### src/rtl/tetris_video_pkg.sv
// rtl/tetris_video_pkg.sv - shared types, geometry defaults and palette for the Tetris pixel renderer
package tetris_video_pkg;

    localparam int H_ACTIVE_DEF  = 640;
    localparam int V_ACTIVE_DEF  = 480;
    localparam int CELL_LOG2_DEF = 4;
    localparam int BOARD_X0_DEF  = 240;
    localparam int BOARD_Y0_DEF  = 80;
    localparam int COLS_DEF      = 10;
    localparam int ROWS_DEF      = 20;
    localparam int BORDER_DEF    = 4;

    typedef enum logic [1:0] {
        REGION_BG     = 2'd0,
        REGION_BORDER = 2'd1,
        REGION_BOARD  = 2'd2
    } region_e;

    localparam logic [23:0] RGB_BLACK  = 24'h000000;
    localparam logic [23:0] RGB_BORDER = 24'h808080;

    // Index 0 is the empty cell and renders as background black.
    function automatic logic [23:0] palette_rgb(input logic [2:0] idx);
        case (idx)
            3'd1:    return 24'h00FFFF;
            3'd2:    return 24'hFFFF00;
            3'd3:    return 24'h8000FF;
            3'd4:    return 24'h00FF00;
            3'd5:    return 24'hFF0000;
            3'd6:    return 24'h0000FF;
            3'd7:    return 24'hFF8000;
            default: return RGB_BLACK;
        endcase
    endfunction

endpackage

### src/rtl/tetris_pixel_renderer_if.sv
// rtl/tetris_pixel_renderer_if.sv - board cell write port bundle
// master: game-logic side driving writes; slave: board storage consuming them.
interface tetris_pixel_renderer_if;
    logic       wr_en;
    logic [3:0] wr_col;
    logic [4:0] wr_row;
    logic [2:0] wr_color;

    modport master (output wr_en, wr_col, wr_row, wr_color);
    modport slave  (input  wr_en, wr_col, wr_row, wr_color);
endinterface

### src/rtl/tetris_board_ram.sv
// rtl/tetris_board_ram.sv - COLS x ROWS board of 3-bit colour indices
// Ports: pixclk/reset_n (sync clear of all cells), wr (write port),
//        i_rd_col/i_rd_row (read address), o_rd_data (registered read data).
module tetris_board_ram
    import tetris_video_pkg::*;
#(
    parameter int COLS = COLS_DEF,
    parameter int ROWS = ROWS_DEF
) (
    input  logic                    pixclk,
    input  logic                    reset_n,
    tetris_pixel_renderer_if.slave  wr,
    input  logic [3:0]              i_rd_col,
    input  logic [4:0]              i_rd_row,
    output logic [2:0]              o_rd_data
);

    localparam int DEPTH = COLS * ROWS;
    localparam int AW    = $clog2(DEPTH);

    // Flat vector so the whole board clears with a single assignment.
    logic [3*DEPTH-1:0] r_mem;
    logic [2:0]         r_rd_data;
    logic [AW-1:0]      w_wr_idx;
    logic [AW-1:0]      w_rd_idx;
    logic               w_wr_ok;
    logic               w_rd_ok;

    assign w_wr_ok  = wr.wr_en && (int'(wr.wr_col) < COLS) && (int'(wr.wr_row) < ROWS);
    assign w_rd_ok  = (int'(i_rd_col) < COLS) && (int'(i_rd_row) < ROWS);
    assign w_wr_idx = AW'(int'(wr.wr_row) * COLS + int'(wr.wr_col));
    assign w_rd_idx = AW'(int'(i_rd_row) * COLS + int'(i_rd_col));

    // Read samples r_mem before this edge's write lands, so a same-cycle
    // write to the read cell returns the old colour.
    always_ff @(posedge pixclk) begin
        if (!reset_n) begin
            r_mem     <= '0;
            r_rd_data <= '0;
        end else begin
            if (w_wr_ok) r_mem[3*w_wr_idx +: 3] <= wr.wr_color;
            r_rd_data <= w_rd_ok ? r_mem[3*w_rd_idx +: 3] : 3'd0;
        end
    end

    assign o_rd_data = r_rd_data;

endmodule

### src/rtl/tetris_pixel_renderer.sv
// rtl/tetris_pixel_renderer.sv - active-area pixel source drawing a Tetris board ahead of TMDS encoding
// Ports: pixclk/reset_n; VDE_in/CD_in timing inputs; wr_* board write port;
//        R/G/B_data, VDE_out, CD_out (2-cycle aligned); frame_start pulse.
module tetris_pixel_renderer
    import tetris_video_pkg::*;
#(
    parameter int H_ACTIVE  = H_ACTIVE_DEF,
    parameter int V_ACTIVE  = V_ACTIVE_DEF,
    parameter int CELL_LOG2 = CELL_LOG2_DEF,
    parameter int BOARD_X0  = BOARD_X0_DEF,
    parameter int BOARD_Y0  = BOARD_Y0_DEF,
    parameter int COLS      = COLS_DEF,
    parameter int ROWS      = ROWS_DEF,
    parameter int BORDER    = BORDER_DEF
) (
    input  logic       pixclk,
    input  logic       reset_n,
    input  logic       VDE_in,
    input  logic [1:0] CD_in,
    input  logic       wr_en,
    input  logic [3:0] wr_col,
    input  logic [4:0] wr_row,
    input  logic [2:0] wr_color,
    output logic [7:0] R_data,
    output logic [7:0] G_data,
    output logic [7:0] B_data,
    output logic       VDE_out,
    output logic [1:0] CD_out,
    output logic       frame_start
);

    localparam int CELL = 1 << CELL_LOG2;
    localparam int BX1  = BOARD_X0 + COLS * CELL;
    localparam int BY1  = BOARD_Y0 + ROWS * CELL;

    logic [10:0] r_x;
    logic [10:0] r_y;
    logic        r_vde_prev;
    logic        r_vs_prev;
    logic        r_frame_start;
    logic        w_vs_rise;
    logic        w_vde_fall;

    region_e     w_region;
    region_e     r_s1_region;
    logic        r_s1_vde;
    logic [1:0]  r_s1_cd;
    logic [3:0]  w_col;
    logic [4:0]  w_row;
    logic [2:0]  w_rd_data;
    int          w_x_int;
    int          w_y_int;

    logic [23:0] w_s1_rgb;
    logic [23:0] r_rgb;
    logic        r_vde_out;
    logic [1:0]  r_cd_out;

    tetris_pixel_renderer_if u_wr_if ();

    assign u_wr_if.wr_en    = wr_en;
    assign u_wr_if.wr_col   = wr_col;
    assign u_wr_if.wr_row   = wr_row;
    assign u_wr_if.wr_color = wr_color;

    assign w_vs_rise  = CD_in[1] & ~r_vs_prev;
    assign w_vde_fall = r_vde_prev & ~VDE_in;

    // vsync takes priority over an end-of-line in the same cycle.
    always_ff @(posedge pixclk) begin
        if (!reset_n) begin
            r_x           <= '0;
            r_y           <= '0;
            r_vde_prev    <= 1'b0;
            r_vs_prev     <= 1'b0;
            r_frame_start <= 1'b0;
        end else begin
            r_vde_prev    <= VDE_in;
            r_vs_prev     <= CD_in[1];
            r_frame_start <= w_vs_rise;
            if (w_vs_rise) begin
                r_x <= '0;
                r_y <= '0;
            end else if (w_vde_fall) begin
                r_x <= '0;
                if (r_y != 11'h7FF) r_y <= r_y + 11'd1;
            end else if (VDE_in && (int'(r_x) < H_ACTIVE)) begin
                r_x <= r_x + 11'd1;
            end
        end
    end

    always_comb begin
        w_x_int  = int'(r_x);
        w_y_int  = int'(r_y);
        w_region = REGION_BG;
        if ((w_x_int < H_ACTIVE) && (w_y_int < V_ACTIVE)) begin
            if ((w_x_int >= BOARD_X0) && (w_x_int < BX1) &&
                (w_y_int >= BOARD_Y0) && (w_y_int < BY1)) begin
                w_region = REGION_BOARD;
            end else if ((w_x_int >= BOARD_X0 - BORDER) && (w_x_int < BX1 + BORDER) &&
                         (w_y_int >= BOARD_Y0 - BORDER) && (w_y_int < BY1 + BORDER)) begin
                w_region = REGION_BORDER;
            end
        end
    end

    // Address is only meaningful inside the board; outside it the region
    // tag discards whatever the RAM returns.
    assign w_col = 4'((r_x - 11'(BOARD_X0)) >> CELL_LOG2);
    assign w_row = 5'((r_y - 11'(BOARD_Y0)) >> CELL_LOG2);

    tetris_board_ram #(
        .COLS (COLS),
        .ROWS (ROWS)
    ) u_board (
        .pixclk    (pixclk),
        .reset_n   (reset_n),
        .wr        (u_wr_if),
        .i_rd_col  (w_col),
        .i_rd_row  (w_row),
        .o_rd_data (w_rd_data)
    );

    always_ff @(posedge pixclk) begin
        if (!reset_n) begin
            r_s1_region <= REGION_BG;
            r_s1_vde    <= 1'b0;
            r_s1_cd     <= 2'b00;
        end else begin
            r_s1_region <= w_region;
            r_s1_vde    <= VDE_in;
            r_s1_cd     <= CD_in;
        end
    end

    always_comb begin
        w_s1_rgb = RGB_BLACK;
        if (r_s1_vde) begin
            case (r_s1_region)
                REGION_BOARD:  w_s1_rgb = palette_rgb(w_rd_data);
                REGION_BORDER: w_s1_rgb = RGB_BORDER;
                default:       w_s1_rgb = RGB_BLACK;
            endcase
        end
    end

    always_ff @(posedge pixclk) begin
        if (!reset_n) begin
            r_rgb     <= '0;
            r_vde_out <= 1'b0;
            r_cd_out  <= 2'b00;
        end else begin
            r_rgb     <= w_s1_rgb;
            r_vde_out <= r_s1_vde;
            r_cd_out  <= r_s1_cd;
        end
    end

    assign R_data      = r_rgb[23:16];
    assign G_data      = r_rgb[15:8];
    assign B_data      = r_rgb[7:0];
    assign VDE_out     = r_vde_out;
    assign CD_out      = r_cd_out;
    assign frame_start = r_frame_start;

endmodule
### config.mk
export PLATFORM = sky130hd
export DESIGN_NAME = tetris_pixel_renderer
export DESIGN_NICKNAME = d
export VERILOG_FILES = /design/src/rtl/tetris_video_pkg.sv /design/src/rtl/tetris_pixel_renderer_if.sv /design/src/rtl/tetris_board_ram.sv /design/src/rtl/tetris_pixel_renderer.sv
export SDC_FILE = /design/constraint.sdc
export NUM_CORES = 1
export LEC_CHECK = 0
export ABC_AREA = 1
export CORE_MARGIN = 2
export CORE_UTILIZATION = 40
export DETAILED_ROUTE_END_ITERATION = 8
export SYNTH_ARGS = -nofsm -noshare
export SYNTH_HDL_FRONTEND = slang
export SYNTH_SLANG_ARGS = --single-unit
### constraint.sdc
create_clock -name pixclk -period 5.3 [get_ports pixclk]
set_input_delay 1.06 -clock pixclk [delete_from_list [all_inputs] [get_ports pixclk]]
set_output_delay 1.06 -clock pixclk [all_outputs]
set_load 0.005 [all_outputs]
# Word-level counts from Yosys, hierarchy flattened
# Index checks and enable logic that the tools add are counted.
[totals]
latch_bits = 0
register_bits = 659
mem_count = 0
rom_bits = 0
ram_bits = 0
input_bits = 18
[op_classes]
n_addsub = 7
order_cmp = 14
n_mul = 4
n_reduce_logical = 18
n_mux = 5
div = 0
bitwise_logic = 6
eq_ne = 10
n_shift = 3
[op_table]
columns = ["cell", "n"]
rows = [
  ["bitwise mux 600 bit", 1],
  ["variable shift 3 x 34 -> 600 bit, first input constant", 1],
  ["variable part select 3 x 34 -> 600 bit", 1],
  ["variable part select 600 x 11 -> 3 bit", 1],
  ["one-hot mux 24 bit (7 select lines)", 1],
  ["less-than comparator 11 x 9 -> 1 bit, second input constant", 5],
  ["one-hot mux 24 bit (2 select lines)", 1],
  ["negator 10 -> 34 bit", 1],
  ["adder 11 x 1 -> 11 bit, second input constant", 2],
  [">= comparator 11 x 7 -> 1 bit, second input constant", 2],
  [">= comparator 11 x 8 -> 1 bit, second input constant", 2],
  ["multiplier 2 x 8 -> 10 bit, first input constant", 2],
  ["adder 8 x 5 -> 8 bit", 2],
  ["multiplier 5 x 3 -> 7 bit, second input constant", 2],
  ["equality test 3 bit, second input constant", 4],
  ["logical AND 1 bit", 11],
  ["less-than comparator 11 x 10 -> 1 bit, second input constant", 1],
  ["!= test 11 bit, second input constant", 1],
  ["less-than comparator 5 bit, second input constant", 2],
  ["subtractor 9 x 7 -> 9 bit, second input constant", 1],
  ["less-than comparator 4 bit, second input constant", 2],
  ["AND reduction 2 bit", 4],
  ["subtractor 8 bit, second input constant", 1],
  ["equality test 3 x 2 -> 1 bit, second input constant", 2],
  ["other kinds (9)", 14],
]

# Logic depth before layout (Yosys ltp)
[depth]
depth_word = 6
mapped_depth = 24
depth_no_buf = 20

# Hierarchy
# From an unflattened synthesis, not the netlist that was laid out.
[hier_totals]
hier_cells = 4881
area_unflattened_um2 = 31878.1
[by_module_without_submodules]
columns = ["module", "n_inst", "area_each_um2", "seq_area_each_um2", "cells_per_inst"]
rows = [
  ["tetris_board_ram", 1, 29662.2, 12071.6, 4564],
  ["tetris_pixel_renderer", 1, 2215.9, 740.7, 317],
]

# Worst setup path after synthesis
# OpenSTA, ideal clock, no wires.
[synth_timing]
path_kind = "register -> register"
start = "register r_x[4]"
end = "register u_board.r_rd_data[1] (netlist: u_board.o_rd_data[1])"
t_required_ns = 5.185
t_arrival_ns = 3.695
stages_incl_launch_ff = 20
path_slack_ns = 1.490
synth_period_minus_slack_ns = 3.810
cell_sequence = "dfxtp_1 clkbuf_1 clkinv_1 clkbuf_1 buf_2 buf_1 ha_1 inv_1 ha_1 fa_1 clkbuf_1 clkbuf_1 clkbuf_1 o221ai_1 nand3_1 nand3_1 nand3_1 nand3_1 a21oi_1 nor2_1"
[synth_via]
elab_chain_cells = 4
[synth_lines]
columns = ["element", "line", "source"]
rows = [
  ["start, declared", "tetris_pixel_renderer.sv:36", "logic [10:0] r_x;"],
  ["start signal, assigned", "tetris_pixel_renderer.sv:88", "r_x <= r_x + 11'd1;"],
  ["subtractor 8 bit (*)", "tetris_pixel_renderer.sv:110", "assign w_col = 4'((r_x - 11'(BOARD_X0)) >> CELL_LOG2);"],
  ["adder 8 x 5 -> 8 bit / less-than comparator 4 bit (equally long branches)", "tetris_board_ram.sv:32, tetris_board_ram.sv:30", ""],
  ["multiplier 2 x 8 -> 10 bit / logical AND 1 bit (equally long branches)", "tetris_board_ram.sv:42, tetris_board_ram.sv:30", ""],
  ["variable part select 600 x 11 -> 3 bit / AND reduction 2 bit (equally long branches)", "-", ""],
  ["end signal, assigned", "tetris_board_ram.sv:42", "r_rd_data <= w_rd_ok ? r_mem[3*w_rd_idx +: 3] : 3'd0;"],
  ["end, declared", "tetris_board_ram.sv:23", "logic [2:0] r_rd_data;"],
]
# Mark *: on every way between the ends. The rest lies on a longest branch, timed or not.
# A chain may end at the register's enable or synchronous reset.

# Worst setup path in the final report
[layout_timing]
start = "input wr_row[1]"
end = "register u_board.r_mem[137]"
[layout_via]
elab_chain_cells = 6
[layout_lines]
columns = ["element", "line", "source"]
rows = [
  ["start, declared", "tetris_pixel_renderer.sv:22", "input logic [4:0] wr_row,"],
  ["multiplier 5 x 3 -> 7 bit", "tetris_board_ram.sv:31", "assign w_wr_idx = AW'(int'(wr.wr_row) * COLS + int'(wr.wr_col));"],
  ["adder 8 x 5 -> 8 bit", "tetris_board_ram.sv:31", ""],
  ["multiplier 2 x 8 -> 10 bit", "tetris_board_ram.sv:41", "if (w_wr_ok) r_mem[3*w_wr_idx +: 3] <= wr.wr_color;"],
  ["negator 10 -> 34 bit", "tetris_board_ram.sv:41", ""],
  ["variable part select 3 x 34 -> 600 bit / variable shift 3 x 34 -> 600 bit (equally long branches)", "tetris_board_ram.sv:41", ""],
  ["bitwise mux 600 bit", "tetris_board_ram.sv:41", ""],
  ["end signal, assigned by index", "tetris_board_ram.sv:41", ""],
  ["end, declared", "tetris_board_ram.sv:22", "logic [3*DEPTH-1:0] r_mem;"],
]
# Parallel ways exist; a longest one is shown, timed or not.

==> impl_metrics.py <==
metrics = {
    "run_status": {
        "run_status": "completed",
    },
    "flow_run": {
        "max_cap_violations": 0,
    },
    "setup_path": {
        "worst-endpoint-required_ns": 5.85,
        "setup.worst_path.class": "in2reg",
        "reg2reg_slack_ns": 0.69,
        "worst-r2r-cell-count": 15,
        "cp.arrival_ns": 5.19,
        "r2r-end": "u_board.o_rd_data[1]",
        "worstPathMaxFanout": 11,
        "worstSetupStartpointType": "input pin",
        "cp-end-kind": "register",
        "timing.rr.start": "r_y[4]",
    },
    "sta": {
        "hold_viol": 0,
        "period_minus_slack_ns": 4.64,
        "timing.setup.tns_ns": 0,
        "drv_slew": 0,
        "worst_pin_slew_ns": 1.10,
        "maxClockFrequency_mhz": 216,
        "whs_ns": 0.417,
        "rsz0062_at_grt": "false",
        "setup_violations_final": 0,
        "finalCritPeriodShare": 0.875,
        "finalClockSkew_ns": 0.0319,
        "slew_headroom": 0.270,
    },
    "clock_network": {
        "clockBufferDepth": 3,
        "cts.repair.resized": 0,
        "cts_hold_buffers": 0,
        "clk_pin_slew_ns": 0.06,
        "tritoncts_clock_tree": "yes",
        "tritoncts_num_sinks": 640,
        "clk_latency_ns": 0.64,
        "cts_inserted_buffers": 73,
        "post-cts-setup-buffer-count": 0,
        "h-tree-depth": 3,
        "ctsRootBufferMaster": "sky130_fd_sc_hd__clkbuf_16",
    },
    "global_route": {
        "antenna_found_initial": 2,
        "busiest_layer": "met2",
        "grt_pass1_vias": 29300,
        "globalRouteOverflowTotal": 0,
        "gr-usage-met1": 0.375,
        "grtUsageMet2": 0.411,
        "maximum_number_of_pins_on_one_net_before_global_route_repair": 195,
        "groute.layer.met3.usage": 0.0513,
        "wire_length_of_the_first_global_routing_pass_um": 173000,
        "global_route.usage.total": 0.270,
    },
    "pwr": {
        "cellLeakagePower_nw": 13.3,
        "post_layout_power_mw": 11.0,
        "power_per_cell_area_nw_per_um2": 311,
        "worst_ir_drop_vdd_mv": 0.201,
    },
    "routing": {
        "postRouteWirelength_um": 112000,
        "vias": 32200,
        "routed_wire_length_per_instance_um": 19.7,
        "post_drt_via_cell_ratio": 5.66,
        "drt_first_pass_iters": 8,
        "post_detailed_route_count_of_antenna_violating_nets": 0,
        "drc_errors": 0,
        "detailedRoute.firstIterationViolations": 3503,
    },
    "logic_synthesis": {
        "synthSimpleGateAreaFrac": 0.283,
        "synth.cell_area_um2": 31400,
        "yosys.cell_types.count": 45,
        "synth_edf_count": 0,
        "synthesized_area_fraction_occupied_by_xor_and_xnor_cells": 0.00410,
        "yosys_warn_count": 0,
        "postSynth.topFlopCell": "sky130_fd_sc_hd__dfxtp_1",
        "synth_top_family_by_area": "simple AND/OR/NAND/NOR gates",
        "synth_seq_cells": 640,
        "synthArstFlopShare": 0,
        "post_synth_mux_area_share": 0,
        "synth_compound_area_frac": 0.209,
        "netlist_instances": 4704,
        "mappedNetlistNets": 4755,
        "synth_fa_ha_area_frac": 0.0141,
        "ys_seq_area_frac": 0.408,
        "syn_area_per_cell_um2": 6.68,
    },
    "placement": {
        "placedCellCount": 5559,
        "gp_routability_congestion": 0.962,
        "port-buffer-count": 45,
        "detailedPlacementHpwl_um": 70400,
    },
    "layout": {
        "antenna_cells_inserted": 0,
        "final_core_utilization": 0.455,
        "layout-drive-gt1-share": 0.0656,
        "numnets_final": 4645,
        "stdcell_count": 5690,
        "layout_overhead_on_the_synthesized_area_pct": 12.4,
    },
    "floorplan": {
        "core_area_um2": 77600,
        "num_rows": 102,
        "initial_core_util": 0.405,
        "die_x_um": 284,
        "top_level_ports": 46,
        "die_area_um2": 80800,
        "die-height_um": 284,
    },
    "worst_hold_path": {
        "min_delay_worst_endpoint": "CD_out[0]",
        "timing.hold.worst.class": "reg2reg",
        "hold_depth": 2,
        "hold_path.startpoint": "r_s1_cd[0]",
    },
}
[critical path: stages]
cell and delay (ns):
sky130_fd_sc_hd__clkdlybuf4s50_1 0.46, sky130_fd_sc_hd__ha_1 0.34, sky130_fd_sc_hd__ha_1 0.23, sky130_fd_sc_hd__fa_1 0.61, sky130_fd_sc_hd__nand2_1 0.07, sky130_fd_sc_hd__inv_1 0.07, sky130_fd_sc_hd__nand2_1 0.06, sky130_fd_sc_hd__nand2_1 0.06
sky130_fd_sc_hd__nand2_1 0.15, sky130_fd_sc_hd__nand3_1 0.18, sky130_fd_sc_hd__buf_4 0.20, sky130_fd_sc_hd__nand4_1 0.16, sky130_fd_sc_hd__nor2_1 0.38, sky130_fd_sc_hd__nand2_1 0.24, sky130_fd_sc_hd__nor2_1 0.35, sky130_fd_sc_hd__nand3_1 0.26
sky130_fd_sc_hd__nand2_1 0.12, sky130_fd_sc_hd__nand2_1 0.06, sky130_fd_sc_hd__nor2_1 0.11
[worst max path at each step]
stage	start	end	depth (start not counted)
detailed placement	wr_row[1]	u_board.r_mem[137]	19
floorplan	r_x[4]	u_board.o_rd_data[1]	19
finish	wr_row[1]	u_board.r_mem[137]	19
global route	wr_row[1]	u_board.r_mem[519]	20
global placement	wr_row[1]	u_board.r_mem[137]	20
CTS	wr_row[1]	u_board.r_mem[135]	19
[final cells by class]
class / count / area (um^2)
inverters: 293 / 1120
flip-flops and latches: 640 / 12800
fillers: 8169 / 42300
clock inverters: 21 / 249
repair buffers: 171 / 1580
multi-input cells: 3415 / 16100
clock buffers: 110 / 2140
well taps: 1040 / 1300
[where the power goes]
group	total, mW	internal (mW)	switching (mW)
logic	0.987	0.200	0.786
clock network	5.18	3.04	2.14
registers	4.83	4.82	0.00696
[metal layers]
layer,up-vias,part of all wire,wire length (um)
met4,0,0.039,4370
met1,15100,0.44,49800
met5,-,0,0
met2,1429,0.43,48300
met3,257,0.088,9830
li1,15400,-,-
[Yosys cell counts (all sizes together), types with 9 or more instances]
cell type / number / share of area
xor2: 9 / 0.0030
a211oi: 29 / 0.0069
nor3: 48 / 0.0081
ha: 29 / 0.012
dfxtp: 640 / 0.41
o211ai: 75 / 0.018
inv: 289 / 0.035
o21ai: 565 / 0.090
o221ai: 39 / 0.011
nand3: 379 / 0.061
buf: 89 / 0.015
a21oi: 470 / 0.075
clkbuf: 267 / 0.032
nand2: 749 / 0.090
nand4: 57 / 0.012
nor2: 908 / 0.11
o22ai: 22 / 0.0044
[stage by stage]
stage          setup WS (ns)  instance area, um^2
6_report               0.662                35300
5_1_grt                0.330                35300
4_1_cts                0.776                35300
3_5_place_dp           0.142                32900
3_3_place_gp           0.246                32900
2_1_floorplan           1.49                31400
[kinds of logic (layout without fill, tap and decap cells)]
logic type / after synthesis / after routing
adder cells (fa/ha/maj): 33 / 33
AND/OR/NAND/NOR: 2151 / 2151
XOR/XNOR: 13 / 13
buffers and inverters: 649 / 595
flip-flops: 640 / 640
AO/OA/AOI/OAI: 1218 / 1218
[placed cells by master, fill, tap and decap left out, types with 24 or more instances in the layout]
master / count
sky130_fd_sc_hd__ha_1: 28
sky130_fd_sc_hd__o211ai_1: 75
sky130_fd_sc_hd__clkbuf_1: 24
sky130_fd_sc_hd__clkbuf_16: 77
sky130_fd_sc_hd__nand2_1: 746
sky130_fd_sc_hd__nor2_1: 883
sky130_fd_sc_hd__a211oi_1: 29
sky130_fd_sc_hd__inv_1: 270
sky130_fd_sc_hd__o21ai_0: 544
sky130_fd_sc_hd__o221ai_1: 39
sky130_fd_sc_hd__clkdlybuf4s50_1: 41
sky130_fd_sc_hd__nand3_1: 378
sky130_fd_sc_hd__buf_4: 112
sky130_fd_sc_hd__a21oi_1: 470
sky130_fd_sc_hd__dfxtp_1: 639
sky130_fd_sc_hd__nand4_1: 55
sky130_fd_sc_hd__nor3_1: 45
[flip-flops by register name (all words and copies together) (netlist names), 2 cells and up]
| signal | count |
|---|---|
| u_board.o_rd_data | 3 |
| r_x | 11 |
| CD_out | 2 |
| r_rgb | 6 |
| u_board.r_mem | 600 |
| r_s1_region | 2 |
| r_y | 11 |
Note: power is estimated with default switching activity, not from simulation.
